==> src/rtl/mem_pkg.sv <==
// Shared types and constants for the MIO memory responder.
package mem_pkg;
    localparam int MEM_WORD_W = 16;
    localparam int CPU_ADDR_W = 16;

    typedef enum logic [1:0] {
        IDLE = 2'd0,
        WAIT = 2'd1,
        DONE = 2'd2
    } mem_state_e;
endpackage

==> src/rtl/mem_responder_if.sv <==
// CPU <-> memory MIO handshake bundle.
interface mem_responder_if;
    import mem_pkg::*;

    logic                  MIO_EN;
    logic                  WE;
    logic [CPU_ADDR_W-1:0] ADDR;
    logic [MEM_WORD_W-1:0] Data_from_CPU;
    logic [MEM_WORD_W-1:0] Data_to_CPU;
    logic                  Ready;
    logic                  Err;

    modport master (
        output MIO_EN, WE, ADDR, Data_from_CPU,
        input  Data_to_CPU, Ready, Err
    );

    modport slave (
        input  MIO_EN, WE, ADDR, Data_from_CPU,
        output Data_to_CPU, Ready, Err
    );
endinterface

==> src/rtl/mem_array_16.sv <==
// Single-port synchronous 16-bit RAM, write-first, no reset.
// Isolated so a vendor block RAM can drop in with the same ports.
module mem_array_16
    import mem_pkg::*;
#(
    parameter int ADDR_BITS = 8
) (
    input  logic                  Clk,
    input  logic                  we,
    input  logic [ADDR_BITS-1:0]  addr,
    input  logic [MEM_WORD_W-1:0] din,
    output logic [MEM_WORD_W-1:0] dout
);
    logic [MEM_WORD_W-1:0] mem [2**ADDR_BITS];

    // Write-first port: a write also shows the new word on dout.
    always_ff @(posedge Clk) begin
        if (we) begin
            mem[addr] <= din;
            dout      <= din;
        end else begin
            dout <= mem[addr];
        end
    end
endmodule

==> src/rtl/mem_responder.sv <==
// Memory-side MIO responder: captures a CPU request, inserts WAIT_CYCLES
// wait states, services it from mem_array_16 and holds Ready until the
// CPU drops MIO_EN.
module mem_responder
    import mem_pkg::*;
#(
    parameter int ADDR_BITS   = 8,
    parameter int WAIT_CYCLES = 2
) (
    input  logic            Clk,
    input  logic            Reset,
    mem_responder_if.slave  mio
);
    mem_state_e            state;
    logic [3:0]            cnt;
    logic                  req_we;
    logic [CPU_ADDR_W-1:0] req_addr;
    logic [MEM_WORD_W-1:0] req_data;
    logic [MEM_WORD_W-1:0] data_q;
    logic [MEM_WORD_W-1:0] ram_dout;
    logic [MEM_WORD_W-1:0] rd_data;
    logic                  rd_live;
    logic                  err_q;
    logic                  req_oor;
    logic                  access;
    logic                  ram_we;

    // The RAM address is always the latched request, so ram_dout already
    // holds array[req_addr] by the time the access edge arrives.
    assign req_oor = |req_addr[CPU_ADDR_W-1:ADDR_BITS];
    assign access  = (state == WAIT) && (cnt == 4'd0) && mio.MIO_EN;
    // Gating with Reset keeps a write from landing on the reset edge.
    assign ram_we  = access && req_we && !req_oor && Reset;

    mem_array_16 #(.ADDR_BITS(ADDR_BITS)) u_array (
        .Clk  (Clk),
        .we   (ram_we),
        .addr (req_addr[ADDR_BITS-1:0]),
        .din  (req_data),
        .dout (ram_dout)
    );

    // After an in-range read the RAM output register is the read data and
    // stays stable until the next capture; otherwise the held copy is shown.
    assign rd_data         = rd_live ? ram_dout : data_q;
    assign mio.Data_to_CPU = rd_data;
    assign mio.Ready       = (state == DONE);
    assign mio.Err         = (state == DONE) && err_q;

    // Request FSM: capture in IDLE, count wait states, access, then hold DONE.
    always_ff @(posedge Clk or negedge Reset) begin
        if (!Reset) begin
            state    <= IDLE;
            cnt      <= 4'd0;
            req_we   <= 1'b0;
            req_addr <= '0;
            req_data <= '0;
            data_q   <= '0;
            rd_live  <= 1'b0;
            err_q    <= 1'b0;
        end else begin
            case (state)
                IDLE: begin
                    if (mio.MIO_EN) begin
                        req_we   <= mio.WE;
                        req_addr <= mio.ADDR;
                        req_data <= mio.Data_from_CPU;
                        cnt      <= 4'(WAIT_CYCLES);
                        // Freeze the visible read data before the RAM
                        // address moves to the new request.
                        data_q   <= rd_data;
                        rd_live  <= 1'b0;
                        err_q    <= 1'b0;
                        state    <= WAIT;
                    end
                end
                WAIT: begin
                    if (!mio.MIO_EN) begin
                        state <= IDLE;
                    end else if (cnt == 4'd0) begin
                        err_q <= req_oor;
                        state <= DONE;
                        if (!req_we) begin
                            if (req_oor) data_q  <= '0;
                            else         rd_live <= 1'b1;
                        end
                    end else begin
                        cnt <= cnt - 4'd1;
                    end
                end
                DONE: begin
                    if (!mio.MIO_EN) state <= IDLE;
                end
                default: state <= IDLE;
            endcase
        end
    end
endmodule
==> src/flat_wrapper.sv <==
// flat-port wrapper written by rule: the top's interface ports become plain ports
module mem_responder_flat import mem_pkg::*;
#(
    parameter int ADDR_BITS   = 8,
    parameter int WAIT_CYCLES = 2
)
  (Clk, Reset, mio_MIO_EN, mio_WE, mio_ADDR, mio_Data_from_CPU, mio_Data_to_CPU, mio_Ready, mio_Err);
  mem_responder_if mio_i ();
  input  logic Clk;
  input  logic Reset;
  input wire logic [$bits(mio_i.MIO_EN)-1:0] mio_MIO_EN;
  input wire logic [$bits(mio_i.WE)-1:0] mio_WE;
  input wire logic [$bits(mio_i.ADDR)-1:0] mio_ADDR;
  input wire logic [$bits(mio_i.Data_from_CPU)-1:0] mio_Data_from_CPU;
  output wire logic [$bits(mio_i.Data_to_CPU)-1:0] mio_Data_to_CPU;
  output wire logic [$bits(mio_i.Ready)-1:0] mio_Ready;
  output wire logic [$bits(mio_i.Err)-1:0] mio_Err;
  assign mio_i.MIO_EN = mio_MIO_EN;
  assign mio_i.WE = mio_WE;
  assign mio_i.ADDR = mio_ADDR;
  assign mio_i.Data_from_CPU = mio_Data_from_CPU;
  assign mio_Data_to_CPU = mio_i.Data_to_CPU;
  assign mio_Ready = mio_i.Ready;
  assign mio_Err = mio_i.Err;
  mem_responder #(.ADDR_BITS(ADDR_BITS), .WAIT_CYCLES(WAIT_CYCLES)) u_core (.Clk(Clk), .Reset(Reset), .mio(mio_i));
endmodule
==> config.mk <==
export PLATFORM = sky130hd
export DESIGN_NAME = mem_responder_flat
export DESIGN_NICKNAME = d
export VERILOG_FILES = /design/src/rtl/mem_pkg.sv /design/src/rtl/mem_responder_if.sv /design/src/rtl/mem_array_16.sv /design/src/rtl/mem_responder.sv /design/src/flat_wrapper.sv
export SDC_FILE = /design/constraint.sdc
export NUM_CORES = 2
export LEC_CHECK = 0
export ABC_AREA = 0
export CAP_MARGIN = 20
export CORE_AREA = 3 3 523 525
export CTS_CLUSTER_SIZE = 30
export DETAILED_ROUTE_END_ITERATION = 6
export DIE_AREA = 0 0 526 528
export PLACE_DENSITY = 0.72
export RECOVER_POWER = 100
export SLEW_MARGIN = 10
export SYNTH_ARGS = -nofsm -noshare
export SYNTH_HDL_FRONTEND = slang
export SYNTH_SLANG_ARGS = --single-unit
==> constraint.sdc <==
create_clock -name Clk -period 6.08 [get_ports Clk]
set_input_delay 0.912 -clock Clk [delete_from_list [all_inputs] [get_ports Clk]]
set_output_delay 0.912 -clock Clk [all_outputs]
set_load 0.1 [all_outputs]
==> impl_metrics.py <==
metrics = {
    "sta": {
        "slew_violations": 3940,
        "skew_ns": 0.0736,
        "finalCritPeriodShare": 1.02,
        "setup_viol": 6,
        "fin_hold_ws_ns": 0.462,
        "clock.fmax_ghz": 0.161,
        "fin_crit_ns": 6.20,
        "fin_ws_ns": -0.117,
        "relSlewSlack": -1.84,
        "hold_viol": 0,
        "worst_pin_slew_ns": 4.25,
    },
    "placement": {
        "portBuffers": 53,
        "hpwlAfterDp_mm": 266,
        "placed_cell_area_mm2": 0.168,
        "gp_congestion": 0.920,
        "dp_slack_ns": 0.313,
    },
    "critical_path": {
        "crit_type": "reg -> out",
        "crit_chain": "buf_4 -> nand3b_1 -> o22ai_1 -> nor3_1 -> o221ai_1 -> a22o_1 -> or3_1 -> o31ai_2 -> buf_12",
        "worst-path-max-fanout": 20,
        "worst_r2r_path_depth": 2,
        "startpoint_type": "flip-flop",
        "worstPathArrival_ns": 5.29,
        "crit_path_top_delay_cell": "dfxtp_2",
        "r2r_start": "u_core.req_data[14]",
        "max_stage_delay_ns": 0.64,
        "reg2reg_slack_ns": 0.21,
        "worst_setup_path_end_kind": "output pin",
        "critical_path_required_ns": 5.17,
        "regToRegEndpoint": "u_core.u_array.mem[86][14]",
    },
    "power": {
        "p_int_w": 0.0570,
        "switching_share": 0.314,
        "p_per_area_mw_per_mm2": 460,
        "p_leak_nw": 57.7,
        "ir_worst_vdd_uv": 541,
        "p_clk_frac": 0.298,
        "pwr-share-seq": 0.440,
        "power.share.combinational": 0.262,
        "power_switching_w": 0.0261,
    },
    "clock_network": {
        "htreeDepth": 5,
        "cts_sinks": 4161,
        "cts_made_buffers": 403,
        "clock_latency_ns": 0.95,
        "ctsLongestPathBuffers": 4,
        "cts_hold_buf": 0,
        "cts-root-buf": "clkbuf_16",
        "cts_tree": "done",
        "path_clk_slew_ns": 0.06,
    },
    "grt": {
        "track_usage": 0.318,
        "grt_pass1_wl_mm": 625,
        "grt_max_degree": 201,
        "grt_pass1_vias": 82600,
        "antenna_found_initial": 23,
        "overflow": 0,
    },
    "synth": {
        "syn_avg_cell_area_um2": 21.1,
        "synth_nets": 7682,
        "synthTopCellsByArea": "edfxtp_1 76%, mux4_2 9.5%, mux2i_1 4.0%",
        "synth_edf_count": 4096,
        "synth_area_mm2": 0.161,
        "synth_top_area_frac": 0.764,
        "synthCells": 7645,
        "synth-seq-area-share": 0.774,
        "synthDistinctLibCells": 81,
        "yosysWarnings": 0,
        "ys_ff_latch": 4161,
        "synthFlopType": "edfxtp_1",
        "synth_top_cell_by_area": "edfxtp_1",
        "async_flop_share": 0.0137,
    },
    "layout": {
        "multi_input_area_mm2": 0.0335,
        "nets": 8328,
        "seq_area_mm2": 0.125,
        "n_fill_cell": 16700,
        "final_util": 0.669,
        "syn_to_final_growth_pct": 12.0,
        "drive_gt1_frac": 0.205,
        "fin_area_mm2": 0.180,
    },
    "route": {
        "drc_errors": 1,
        "ant_nets": 0,
        "drt-pass1-iter-count": 7,
        "wl_per_cell_um": 36.4,
        "viasPerCell": 6.96,
        "drt_iter0_drc": 13900,
        "vias": 85000,
        "drt_wl_total_mm": 444,
    },
    "die": {
        "die_x_um": 526,
        "start_util": 0.597,
        "fp.dieH_um": 528,
        "core_area_mm2": 0.270,
        "rows": 191,
        "boundaryPins": 54,
        "die_area_mm2": 0.278,
    },
    "worst_hold_path": {
        "hold_path_depth": 0,
        "hp-class": "reg -> reg",
        "hp-start": "u_core.req_addr[6]",
    },
    "run_status": {
        "violations": "design-rule violations, max-capacitance violations, max-slew violations, negative setup slack",
        "status": "finished with violations",
    },
    "job": {
        "maxCapViolCount": 52,
    },
}
## layout make-up
cell class,count,area share
antenna,15,0.000208
clock buffer,489,0.0586
clock inverter,242,0.0131
inverter,10,0.000236
multi-input combinational,3034,0.185
sequential,4161,0.691
tap,3570,0.0248
timing repair buffer,681,0.0271
## metal layers
| layer | share of wire | up-vias | GRT usage |
|---|---|---|---|
| met5 | 0.00049 | - | 0.00398 |
| met4 | 0.050 | 10 | 0.132 |
| met3 | 0.14 | 963 | 0.0914 |
| met2 | 0.45 | 6564 | 0.472 |
| met1 | 0.35 | 44100 | 0.450 |
| li1 | - | 33400 | - |
## timing repair
action	in CTS	in global routing
buffers inserted	9	9
setup endpoints to repair	16	8
hold endpoints to repair	0	0
pin swaps	1	2
gates resized for setup	24	7
gates cloned	1	0
## worst max-delay path by stage
stage,endpoint,slack [ns],cells past startpoint
6_report,mio_Data_to_CPU[6],-0.12,9
5_1_grt,mio_Data_to_CPU[5],-0.005,11
4_1_cts,mio_Data_to_CPU[7],0.002,12
3_5_place_dp,mio_Data_to_CPU[6],0.31,10
3_3_place_gp,mio_Data_to_CPU[5],-0.60,10
2_1_floorplan,mio_Data_to_CPU[6],0.79,11
## logic make-up after synthesis
kind of cell    after synthesis  share of synthesized area
mux                        1445                      0.147
buf+inv                     451                     0.0209
compound gates              841                     0.0366
fa+ha+maj                     1                  0.0000777
flops                      4161                      0.774
simple gates                746                     0.0215
## stage by stage
step	std cells	power, W	setup TNS [ns]
6_report	12200	0.0831	-0.293
5_1_grt	12200	0.0851	-0.00864
4_1_cts	12200	0.0824	0
3_5_place_dp	11400	0.0577	0
3_3_place_gp	11400	0.0572	-0.598
2_1_floorplan	7645	0.0496	0
## cells in the final DEF (no fill, tap or decap), types with 30 or more instances in the layout
cell,n
a22o_1,30
buf_12,64
o21ai_0,33
mux4_1,40
bufinv_16,44
a21oi_1,121
nand2_1,170
nor3_1,31
o22ai_1,146
nor2_1,293
clkbuf_1,375
clkbuf_16,409
edfxtp_1,4096
mux2i_1,640
clkinv_2,76
a211oi_1,31
mux4_2,681
clkdlybuf4s50_1,33
clkinv_1,97
a221oi_1,44
mux2_2,84
nor4_1,30
a22oi_1,309
nand3_1,48
buf_4,254
dfrtp_1,57
## sequential cells by signal, summed over array words and instances (netlist names), named ones only
signal	count
u_core.state	2
u_core.rd_live	1
u_core.u_array.mem	4096
u_core.req_data	16
u_core.data_q	16
u_core.err_q	1
u_core.cnt	4
u_core.req_we	1
u_core.req_addr	16
## synth_stat cells (17+ instances only)
library cell	count
edfxtp_1	4096
mux4_2	681
mux2i_1	640
a22oi_1	309
nor2_1	308
nand2_1	175
clkbuf_1	148
o22ai_1	147
a21oi_1	121
buf_2	95
mux2_2	84
buf_6	71
dfrtp_1	57
nand3_1	55
a221oi_1	44
mux4_1	40
buf_8	38
nor3_1	37
buf_4	36
a211oi_1	34
nor4_1	34
o21ai_0	33
a22o_1	30
o31ai_1	23
and2_1	22
nand4_1	22
nor2b_1	21
buf_12	18
a31oi_1	17
buf_1	17
## power by group through the flow
stage,clock network [W],logic (W),registers [W]
after floorplan,0,0.0116,0.0379
after global placement,0,0.0204,0.0368
after detailed placement,0,0.0208,0.0369
after CTS,0.0249,0.0213,0.0362
after global routing,0.0260,0.0224,0.0366
final,0.0247,0.0218,0.0366
## critical path, delay by kind of cell (launching register included)
kind,cells,cell delay (ns)
DFF,1,0.64
AOI/OAI and AO/OA,4,1.52
buffers and inverters,2,0.58
and+or+nand+nor,3,1.56
No activity file was read; power rests on OpenSTA's default activity.
